**config.mk**
```make
export PLATFORM = sky130hd
export DESIGN_NAME = multi_box_drawer_flat
export DESIGN_NICKNAME = d
export VERILOG_FILES = /design/src/rtl/multi_box_drawer_if.sv /design/src/rtl/multi_box_drawer.sv /design/src/flat_wrapper.sv
export SDC_FILE = /design/constraint.sdc
export NUM_CORES = 1
export LEC_CHECK = 0
export ABC_AREA = 0
export BUFFER_PORTS_ARGS = -buffer_cell sky130_fd_sc_hd__buf_2
export CORE_MARGIN = 3
export CORE_UTILIZATION = 60
export CTS_BUF_LIST = sky130_fd_sc_hd__clkbuf_4 sky130_fd_sc_hd__clkbuf_8
export DETAILED_ROUTE_END_ITERATION = 10
export PLACE_DENSITY = 0.87
export SYNTH_ARGS = -nofsm -noshare
export SYNTH_HDL_FRONTEND = slang
export SYNTH_SLANG_ARGS = --single-unit
```
**constraint.sdc**
```tcl
create_clock -name clock -period 4.3 [get_ports clock]
set_input_delay 0.43 -clock clock [delete_from_list [all_inputs] [get_ports clock]]
set_output_delay 0.43 -clock clock [all_outputs]
set_load 0.01 [all_outputs]
```
**src/rtl/multi_box_drawer_if.sv**
```systemverilog
// ============================================================================
// Module      : multi_box_drawer_if
// Description : Box-attribute write port (valid/ready) for multi_box_drawer.
// Revision    : 1.0 - initial release
// ============================================================================
`default_nettype none

interface multi_box_drawer_if #(
   parameter int NUM_BOXES = 4,
   parameter int COORD_W   = 10,
   parameter int COLOR_W   = 4
);
   localparam int c_idx_w = (NUM_BOXES > 1) ? $clog2(NUM_BOXES) : 1;

   logic               wr_valid;
   logic               wr_ready;
   logic [c_idx_w-1:0] wr_index;
   logic               wr_enable;
   logic [COORD_W-1:0] wr_x;
   logic [COORD_W-1:0] wr_y;
   logic [COORD_W-1:0] wr_w;
   logic [COORD_W-1:0] wr_h;
   logic [COLOR_W-1:0] wr_red;
   logic [COLOR_W-1:0] wr_green;
   logic [COLOR_W-1:0] wr_blue;

   modport master (
      output wr_valid, wr_index, wr_enable, wr_x, wr_y, wr_w, wr_h,
             wr_red, wr_green, wr_blue,
      input  wr_ready
   );

   modport slave (
      input  wr_valid, wr_index, wr_enable, wr_x, wr_y, wr_w, wr_h,
             wr_red, wr_green, wr_blue,
      output wr_ready
   );
endinterface

`default_nettype wire

```
**src/rtl/multi_box_drawer.sv**
```systemverilog
// ============================================================================
// Module      : multi_box_drawer
// Description : Multi-box VGA pixel generator, shadow/active box registers,
//               two-stage hit test. Optional MULTI_BOX_COLLISION_EN adds
//               per-frame collision reporting.
// Revision    : 1.0 - initial release
// ============================================================================
`default_nettype none

module multi_box_drawer #(
   parameter int NUM_BOXES  = 4,
   parameter int COORD_W    = 10,
   parameter int COLOR_W    = 4,
   parameter int RES_WIDTH  = 640,
   parameter int RES_HEIGHT = 480
) (
   input  logic               clock,
   input  logic               reset_n,
   multi_box_drawer_if.slave  wr,
   input  logic               frame_start,
   input  logic [COORD_W-1:0] x,
   input  logic [COORD_W-1:0] y,
   output logic [COLOR_W-1:0] r,
   output logic [COLOR_W-1:0] g,
   output logic [COLOR_W-1:0] b
`ifdef MULTI_BOX_COLLISION_EN
   , output logic                 collision,
   output logic [NUM_BOXES-1:0]   collision_mask
`endif
);
   localparam int               c_idx_w = (NUM_BOXES > 1) ? $clog2(NUM_BOXES) : 1;
   localparam int               c_rgb_w = 3 * COLOR_W;
   localparam logic [COORD_W:0] c_res_w = (COORD_W + 1)'(RES_WIDTH);
   localparam logic [COORD_W:0] c_res_h = (COORD_W + 1)'(RES_HEIGHT);

   typedef struct packed {
      logic               enable;
      logic [COORD_W-1:0] bx;
      logic [COORD_W-1:0] by;
      logic [COORD_W-1:0] bw;
      logic [COORD_W-1:0] bh;
      logic [COLOR_W-1:0] red;
      logic [COLOR_W-1:0] green;
      logic [COLOR_W-1:0] blue;
   } box_t;

   box_t                 shadow_q [NUM_BOXES];
   box_t                 shadow_d [NUM_BOXES];
   box_t                 active_q [NUM_BOXES];
   box_t                 active_d [NUM_BOXES];
   logic [NUM_BOXES-1:0] hit_q, hit_d;
   logic                 in_res_q, in_res_d;
   logic [c_rgb_w-1:0]   rgb_q, rgb_d;

   logic                 w_wr_accept;
   box_t                 w_wr_box;
   logic [COORD_W:0]     w_x_end [NUM_BOXES];
   logic [COORD_W:0]     w_y_end [NUM_BOXES];
   logic [c_rgb_w-1:0]   w_sel;

   // A commit cycle never accepts a write, so shadow and active never race.
   assign wr.wr_ready = reset_n & ~frame_start;
   assign w_wr_accept = wr.wr_valid & wr.wr_ready;
   assign w_wr_box    = '{enable: wr.wr_enable, bx: wr.wr_x, by: wr.wr_y,
                          bw: wr.wr_w, bh: wr.wr_h, red: wr.wr_red,
                          green: wr.wr_green, blue: wr.wr_blue};

   always_comb begin
      shadow_d = shadow_q;
      active_d = active_q;
      if (w_wr_accept) begin
         for (int i = 0; i < NUM_BOXES; i++) begin
            if (wr.wr_index == c_idx_w'(i)) begin
               shadow_d[i] = w_wr_box;
            end
         end
      end
      if (frame_start) begin
         active_d = shadow_q;
      end
   end

   generate
      for (genvar gi = 0; gi < NUM_BOXES; gi++) begin : g_box_end
         assign w_x_end[gi] = {1'b0, active_q[gi].bx} + {1'b0, active_q[gi].bw};
         assign w_y_end[gi] = {1'b0, active_q[gi].by} + {1'b0, active_q[gi].bh};
      end
   endgenerate

   // Stage 1: inclusive left/top, exclusive right/bottom edges, no wrap.
   always_comb begin
      hit_d = '0;
      for (int i = 0; i < NUM_BOXES; i++) begin
         hit_d[i] = active_q[i].enable
                  && (x >= active_q[i].bx) && ({1'b0, x} < w_x_end[i])
                  && (y >= active_q[i].by) && ({1'b0, y} < w_y_end[i]);
      end
      in_res_d = ({1'b0, x} < c_res_w) && ({1'b0, y} < c_res_h);
   end

   // Stage 2: lowest index wins, so scan from the top index downwards.
   always_comb begin
      w_sel = '0;
      for (int i = NUM_BOXES - 1; i >= 0; i--) begin
         if (hit_q[i]) begin
            w_sel = {active_q[i].red, active_q[i].green, active_q[i].blue};
         end
      end
      rgb_d = in_res_q ? w_sel : '0;
   end

   always_ff @(posedge clock) begin
      if (!reset_n) begin
         for (int i = 0; i < NUM_BOXES; i++) begin
            shadow_q[i] <= '0;
            active_q[i] <= '0;
         end
         hit_q    <= '0;
         in_res_q <= 1'b0;
         rgb_q    <= '0;
      end else begin
         shadow_q <= shadow_d;
         active_q <= active_d;
         hit_q    <= hit_d;
         in_res_q <= in_res_d;
         rgb_q    <= rgb_d;
      end
   end

   assign r = rgb_q[c_rgb_w-1 -: COLOR_W];
   assign g = rgb_q[2*COLOR_W-1 -: COLOR_W];
   assign b = rgb_q[COLOR_W-1:0];

`ifdef MULTI_BOX_COLLISION_EN
   logic [NUM_BOXES-1:0] sticky_q, sticky_d;
   logic [NUM_BOXES-1:0] cmask_q, cmask_d;
   logic                 coll_q, coll_d;
   logic                 w_multi;
   logic [NUM_BOXES-1:0] w_new_hits;

   assign w_multi    = (hit_q & (hit_q - NUM_BOXES'(1))) != '0;
   assign w_new_hits = (in_res_q && w_multi) ? hit_q : '0;

   // Hits seen on the commit cycle seed the next frame's mask.
   always_comb begin
      sticky_d = sticky_q | w_new_hits;
      cmask_d  = cmask_q;
      coll_d   = coll_q;
      if (frame_start) begin
         cmask_d  = sticky_q;
         coll_d   = |sticky_q;
         sticky_d = w_new_hits;
      end
   end

   always_ff @(posedge clock) begin
      if (!reset_n) begin
         sticky_q <= '0;
         cmask_q  <= '0;
         coll_q   <= 1'b0;
      end else begin
         sticky_q <= sticky_d;
         cmask_q  <= cmask_d;
         coll_q   <= coll_d;
      end
   end

   assign collision      = coll_q;
   assign collision_mask = cmask_q;
`endif
endmodule

`default_nettype wire
```
**src/flat_wrapper.sv**
```systemverilog
// flat-port wrapper written by rule: the top's interface ports become plain ports
module multi_box_drawer_flat 
#(
   parameter int NUM_BOXES  = 4,
   parameter int COORD_W    = 10,
   parameter int COLOR_W    = 4,
   parameter int RES_WIDTH  = 640,
   parameter int RES_HEIGHT = 480
)
  (clock, reset_n, frame_start, x, y, r, g, b, wr_wr_valid, wr_wr_index, wr_wr_enable, wr_wr_x, wr_wr_y, wr_wr_w, wr_wr_h, wr_wr_red, wr_wr_green, wr_wr_blue, wr_wr_ready);
  multi_box_drawer_if #(.NUM_BOXES(NUM_BOXES), .COORD_W(COORD_W), .COLOR_W(COLOR_W)) wr_i ();
  input  logic clock;
  input  logic reset_n;
  input  logic frame_start;
  input  logic [COORD_W-1:0] x;
  input  logic [COORD_W-1:0] y;
  output logic [COLOR_W-1:0] r;
  output logic [COLOR_W-1:0] g;
  output logic [COLOR_W-1:0] b;
  input wire logic [$bits(wr_i.wr_valid)-1:0] wr_wr_valid;
  input wire logic [$bits(wr_i.wr_index)-1:0] wr_wr_index;
  input wire logic [$bits(wr_i.wr_enable)-1:0] wr_wr_enable;
  input wire logic [$bits(wr_i.wr_x)-1:0] wr_wr_x;
  input wire logic [$bits(wr_i.wr_y)-1:0] wr_wr_y;
  input wire logic [$bits(wr_i.wr_w)-1:0] wr_wr_w;
  input wire logic [$bits(wr_i.wr_h)-1:0] wr_wr_h;
  input wire logic [$bits(wr_i.wr_red)-1:0] wr_wr_red;
  input wire logic [$bits(wr_i.wr_green)-1:0] wr_wr_green;
  input wire logic [$bits(wr_i.wr_blue)-1:0] wr_wr_blue;
  output wire logic [$bits(wr_i.wr_ready)-1:0] wr_wr_ready;
  assign wr_i.wr_valid = wr_wr_valid;
  assign wr_i.wr_index = wr_wr_index;
  assign wr_i.wr_enable = wr_wr_enable;
  assign wr_i.wr_x = wr_wr_x;
  assign wr_i.wr_y = wr_wr_y;
  assign wr_i.wr_w = wr_wr_w;
  assign wr_i.wr_h = wr_wr_h;
  assign wr_i.wr_red = wr_wr_red;
  assign wr_i.wr_green = wr_wr_green;
  assign wr_i.wr_blue = wr_wr_blue;
  assign wr_wr_ready = wr_i.wr_ready;
  multi_box_drawer #(.NUM_BOXES(NUM_BOXES), .COORD_W(COORD_W), .COLOR_W(COLOR_W), .RES_WIDTH(RES_WIDTH), .RES_HEIGHT(RES_HEIGHT)) u_core (.clock(clock), .reset_n(reset_n), .wr(wr_i), .frame_start(frame_start), .x(x), .y(y), .r(r), .g(g), .b(b));
endmodule
```
==> out/results.txt, run 1 <==
Final period util = 82.7%
CTS tree = done
Final layout net count = 2925
Post-synth net total = 2873
Yosys warnings = 0
H-Tree Depth = 3
P&R area growth vs syn = 9.71%
DIE WIDTH = 202 um
Clk sink count = 441
Leading area contributor after synthesis = dfxtp_1
Iteration-0 DRC Markers = 1039
Fill cells = 2934
P_sw = 2.09 mW
Final setup vio count = 0
Reg area = 0.00883 mm2
Period minus WS final = 3560 ps
Post-synth ARST share = 0%
Worst-skew pair later-pin latency = 640 ps
DRT Wirelength = 56900 um
Max Cap Viol = 0
CP bufs+invs = 0
Via/cell ratio = 5.76
Power per cell area = 340 mW/mm2
Root Buffer = clkbuf_8
Core Footprint = 0.0378 mm2
CP Class = reg -> reg
Critical Path Sink Type = flip-flop
Ranking of synthesized cells by instance count = 458 x nand2_1, 441 x dfxtp_1, 232 x ha_1
Worst VDD drop = 0.000235 V
Hold_buf cts = 0
Postcts setup bufs = 0
CP Launch Type = flip-flop
Gate power share = 7.3%
Slowest stage delay, CP = 560 ps
RSZ-0062 raised after global routing = no
Clk_skew = 27.9 ps
Initial antenna violation count = 3
DIE HEIGHT = 202 um
Final instance area = 0.0253 mm2
Vias in the first global route = 18700
RePlAce Congestion = 0.890
Worst hold-check path type = in -> reg
Prevailing post-synth register cell = dfxtp_1
Gr ovfl total = 0
Row cnt = 71
Outcome = finished clean
CP Max Fanout = 3
Area of the multi-input gates = 0.0134 mm2
Most used cell, CP = a21oi_1
Starting density of the core = 61.1%
I/O Buffers = 91
Setup TNS = 0 ps
Crit path cell chain = ha_1 -> fa_1 -> a21oi_1 -> nor2b_1 -> or3_1 -> a21oi_1 -> a21oi_1 -> xnor2_1 -> ha_1 -> a2111oi_0 -> o211ai_1 -> and3_1 -> a211oi_1
DPL Wire Length = 38700 um
Max Clk Rate = 281 MHz
Top-count cell post-synth = nand2_1
Pin count of the biggest net entering global routing = 280
First-pass GRT wire length = 93000 um
LEAKAGE = 10.0 nW
Worst slew pin tran = 1230 ps
Drt pass-1 iters = 5
CP max stage cell = a2111oi_0
DR WL/cell = 17.9 um
Mean Syn Cell Area = 9.03 um2
Internal power = 6.51 mW
CP arrival = 4110 ps
Final Core Density = 67.0%
Total GRT Usage = 27.7%
Post-DP Area = 0.0238 mm2
Post-CTS Resized = 0
Ranking of synthesized cells by area = dfxtp_1 38%, ha_1 13%, mux2i_1 9.2%
Top delay family on crit path = compound AO/OA/AOI/OAI gates
ANT nets after route = 0
Clock power share = 44.5%
Post-synth EDFFs = 0
Syn Inst Count = 2554
Count of different cell masters after synthesis = 60
Post-route DRC = 0
Post-synth top area share = 38.3%
Flops & latches, synth = 441
Reg2Reg Setup Slack = 740 ps
Via count = 18300
Worst endpoint required time = 4850 ps
Final Max Tran Viols = 0
Longest Clk Path Bufs = 3
Share of cells above drive strength 1 = 9.62%
Mapped Area = 0.0231 mm2
Worst-path clk slew = 60 ps
Die area = 0.0408 mm2
Seq pwr share = 48.2%
Num CTS Buffers = 74
Sw Share = 24.3%
Slew headroom = 17.9%
Final Hold Fails = 0
IO Count = 92
Post-synthesis sequential area ratio = 38.3%
==> cell type report <==
| type | instances | area share [%] |
|---|---|---|
| clock buffer | 115 | 5.66 |
| multi-input combinational | 1897 | 52.8 |
| sequential | 441 | 34.9 |
| clock inverter | 15 | 0.391 |
| antenna | 4 | 0.0396 |
| timing repair buffer | 103 | 2.33 |
| inverter | 89 | 1.32 |
| tap | 511 | 2.53 |
==> per-stage QoR <==
stage          setup slack, ps  hold slack (ps)  power (mW)  std cells
2_1_floorplan             1140              435        4.63       2554
3_3_place_gp               887              439        4.82       3041
3_5_place_dp               799              446        4.85       3041
4_1_cts                    793             30.3        8.65       3171
5_1_grt                    350             52.8        8.91       3173
6_report                   742             64.8        8.60       3175
==> power by group through the flow <==
stage / clock, mW / combinational, mW / sequential [mW]
2_1_floorplan: 0 / 0.403 / 4.23
3_3_place_gp: 0 / 0.592 / 4.23
3_5_place_dp: 0 / 0.615 / 4.23
4_1_cts: 3.88 / 0.622 / 4.15
5_1_grt: 4.08 / 0.684 / 4.15
6_report: 3.83 / 0.626 / 4.15
==> metal layers <==
layer	up-vias	global-route usage, %	share of wire (%)
met1	8724	34.0	43
met4	0	15.1	5.7
met5	-	0	0
met3	182	4.19	5.2
li1	8851	-	-
met2	526	46.8	47
==> registers in the layout, indices dropped and copies added (netlist names) <==
name             flops
u_core.hit_q         4
u_core.rgb_q        12
u_core.active_q    212
u_core.in_res_q      1
u_core.shadow_q    212
==> cell families after synthesis <==
| family | Yosys count | synth area share [%] |
|---|---|---|
| compound gates | 525 | 15.6 |
| fa+ha+maj | 240 | 13.3 |
| xor+xnor | 55 | 2.09 |
| mux | 213 | 9.24 |
| simple gates | 864 | 17.6 |
| buf+inv | 216 | 3.83 |
| flops | 441 | 38.3 |
==> tightest hold or removal path: cells and delay by family <==
kind | cells | cell delay, ps
AOI/OAI and AO/OA | 1 | 40
buffers and inverters | 1 | 120
and+or+nand+nor | 1 | 50
==> final timing paths <==
path,endpoint,from,depth (start not counted)
min,u_core.shadow_q[157]$_SDFFE_PN0P_,wr_wr_x[9],3
max reg2reg,u_core.hit_q[0]$_SDFF_PN0_,u_core.active_q[171]$_SDFFE_PN0P_,13
max,u_core.hit_q[0]$_SDFF_PN0_,u_core.active_q[171]$_SDFFE_PN0P_,13
min reg2reg,u_core.shadow_q[51]$_SDFFE_PN0P_,u_core.shadow_q[51]$_SDFFE_PN0P_,2
==> cells in the final DEF, fill, tap and decap left out, types with 12 or more instances in the layout <==
cell and count:
clkbuf_4 24, o21ai_1 17, nand2_1 456, o21a_1 22, o211ai_1 23, o21ai_0 42, a21boi_1 216, a211oi_1 21
a21o_1 14, mux2i_1 213, nor2b_1 223, nand3b_1 12, xnor2_1 21, clkbuf_8 91, buf_2 89, nand2b_1 25
a21oi_1 111, dfxtp_1 441, ha_1 232, nor2_1 80, inv_1 89, nor3_1 23, xor2_1 34
(Power assumes the default switching activity.)
==> run 2, diff against run 1 <==
==> constraint.sdc (replaced) <==
create_clock -name clock -period 3.62 [get_ports clock]
set_input_delay 0.362 -clock clock [delete_from_list [all_inputs] [get_ports clock]]
set_output_delay 0.362 -clock clock [all_outputs]
set_load 0.01 [all_outputs]
==> out/results.txt, run 2 (synthesis gave the netlist of run 1 again) <==
Iteration-0 DRC Markers = 1292
DIE HEIGHT = 202 um
CP arrival = 3970 ps
Post-DP Area = 0.0238 mm2
Most common cell after layout, fill and taps aside = nand2_1
Met2 GRT Util = 49.0%
Gr ovfl total = 0
CP Max Fanout = 3
Most frequent cells in the layout = 456 x nand2_1, 441 x dfxtp_1, 232 x ha_1, 223 x nor2b_1, 216 x a21boi_1
Pin count of the biggest net entering global routing = 184
Num CTS Buffers = 74
Longest Clk Path Bufs = 3
DPL Wire Length = 40500 um
Worst slew pin tran = 1140 ps
Sw Share = 24.3%
Worst-skew pair later-pin latency = 640 ps
Total GRT Usage = 28.5%
Final instance area = 0.0257 mm2
Vias in the first global route = 19200
Clk sink count = 441
ANT nets after route = 0
Max Cap Viol = 0
DIE WIDTH = 202 um
Via count = 18700
Die area = 0.0408 mm2
Final layout net count = 2966
Crit path cell chain = ha_1 -> fa_1 -> a21oi_1 -> nor2b_1 -> or3_1 -> a21oi_1 -> a21oi_1 -> xnor2_1 -> ha_1 -> a2111oi_2 -> o211ai_1 -> and3_1 -> a211oi_1
CP bufs+invs = 0
Busiest grt layer = met2
CP max stage cell = fa_1
Slew headroom = 24.1%
CP Launch Type = flip-flop
Power per cell area = 403 mW/mm2
Worst-path clk slew = 60 ps
Post-route DRC = 0
RePlAce Congestion = 0.889
Final Max Tran Viols = 0
Slowest stage delay, CP = 420 ps
Final setup vio count = 0
Worst VDD drop = 0.000221 V
Critical Path Sink Type = flip-flop
Final Hold Fails = 0
Root Buffer = clkbuf_8
Share of cells above drive strength 1 = 9.78%
Clock power share = 44.9%
Tot Pwr = 10.4 mW
Gate power share = 7.6%
Most used cell, CP = a21oi_1
Initial antenna violation count = 1
Worst hold-check path type = in -> reg
Met3 Usage GRT = 4.93%
Seq pwr share = 47.5%
Outcome = finished clean
Internal power = 7.85 mW
Largest registers = u_core.active_q: 212 flops, u_core.shadow_q: 212 flops, u_core.rgb_q: 12 flops
First-pass GRT wire length = 95600 um
H-Tree Depth = 3
Setup TNS = 0 ps
CTS tree = done
Starting density of the core = 61.1%
Core Footprint = 0.0378 mm2
DR WL/cell = 18.4 um
LEAKAGE = 10.2 nW
Worst setup margin = 202 ps
Worst endpoint required time = 4180 ps
IO Count = 92
P&R area growth vs syn = 11.6%
Place WS = 19.1 ps
Clk_skew = 32.0 ps
Period minus WS final = 3420 ps
Final period util = 94.4%
DRT Wirelength = 59000 um
Drt pass-1 iters = 5
CP Class = reg -> reg
Final Core Density = 68.2%
P_sw = 2.52 mW
Max Clk Rate = 293 MHz
Top delay family on crit path = compound AO/OA/AOI/OAI gates
GR Util met1 = 33.8%
RSZ-0062 raised after global routing = no
Row cnt = 71
I/O Buffers = 91
Via/cell ratio = 5.81
-- run 2: cell count changes in the layout (fill, tap and decap cells not counted), sizes merged --
cell,change
clkinv,-2
inv,+1
dlygate4sd3,+34
clkinvlp,-3
diode,-3
buf,+7
bufinv,+1
clkbuf,+2
-- run 2: power groups by stage --
| stage | sequential (mW) | combinational (mW) | clock [mW] |
|---|---|---|---|
| after floorplan | 5.02 | 0.478 | 0 |
| after global placement | 5.03 | 0.706 | 0 |
| after detailed placement | 5.03 | 0.741 | 0 |
| after CTS | 4.93 | 0.775 | 4.74 |
| after global routing | 4.93 | 0.854 | 4.95 |
| final | 4.93 | 0.789 | 4.65 |
-- run 2: stage by stage --
step,cells,hold WS (ps)
finish,3212,37.6
global route,3211,18.1
CTS,3211,1.23
detailed placement,3048,445
global placement,3048,439
floorplan,2554,435
-- run 2: tightest hold or removal path: stages --
cell      delay (ps)
buf_2            140
nand2_1           70
a21boi_1          50
-- run 2: metal layers --
| metal | vias up | part of all wire [%] |
|---|---|---|
| met5 | - | 0 |
| li1 | 8929 | - |
| met1 | 8960 | 42 |
| met4 | 0 | 5.5 |
| met2 | 580 | 48 |
| met3 | 205 | 5.3 |
-- run 2: worst paths after layout --
kind | startpoint | to | slack, ps | depth (start not counted)
hold / removal | wr_wr_y[0] | u_core.shadow_q[191]$_SDFFE_PN0P_ | 40 | 3
hold reg to reg | u_core.shadow_q[165]$_SDFFE_PN0P_ | u_core.shadow_q[165]$_SDFFE_PN0P_ | 450 | 2
setup reg to reg | u_core.active_q[171]$_SDFFE_PN0P_ | u_core.hit_q[0]$_SDFF_PN0_ | 200 | 13
setup / recovery | u_core.active_q[171]$_SDFFE_PN0P_ | u_core.hit_q[0]$_SDFF_PN0_ | 200 | 13
-- run 2: layout make-up --
| cell class | count | area, um2 |
|---|---|---|
| Sequential cell | 441 | 8830 |
| Timing Repair Buffer | 144 | 996 |
| Multi-Input combinational cell | 1897 | 13400 |
| Clock inverter | 12 | 121 |
| Clock buffer | 117 | 1440 |
| Inverter | 89 | 334 |
| Fill cell | 2828 | 12000 |
| Antenna cell | 1 | 2.50 |
| Tap cell | 511 | 639 |
-- run 2: timing repair --
| action | CTS | global route |
|---|---|---|
| resized for setup | 0 | 4 |
| hold buffers | 34 | 0 |
| endpoints found under the setup margin | 0 | 2 |
| endpoints found under the hold margin | 91 | 0 |
| setup buffers | 0 | 0 |
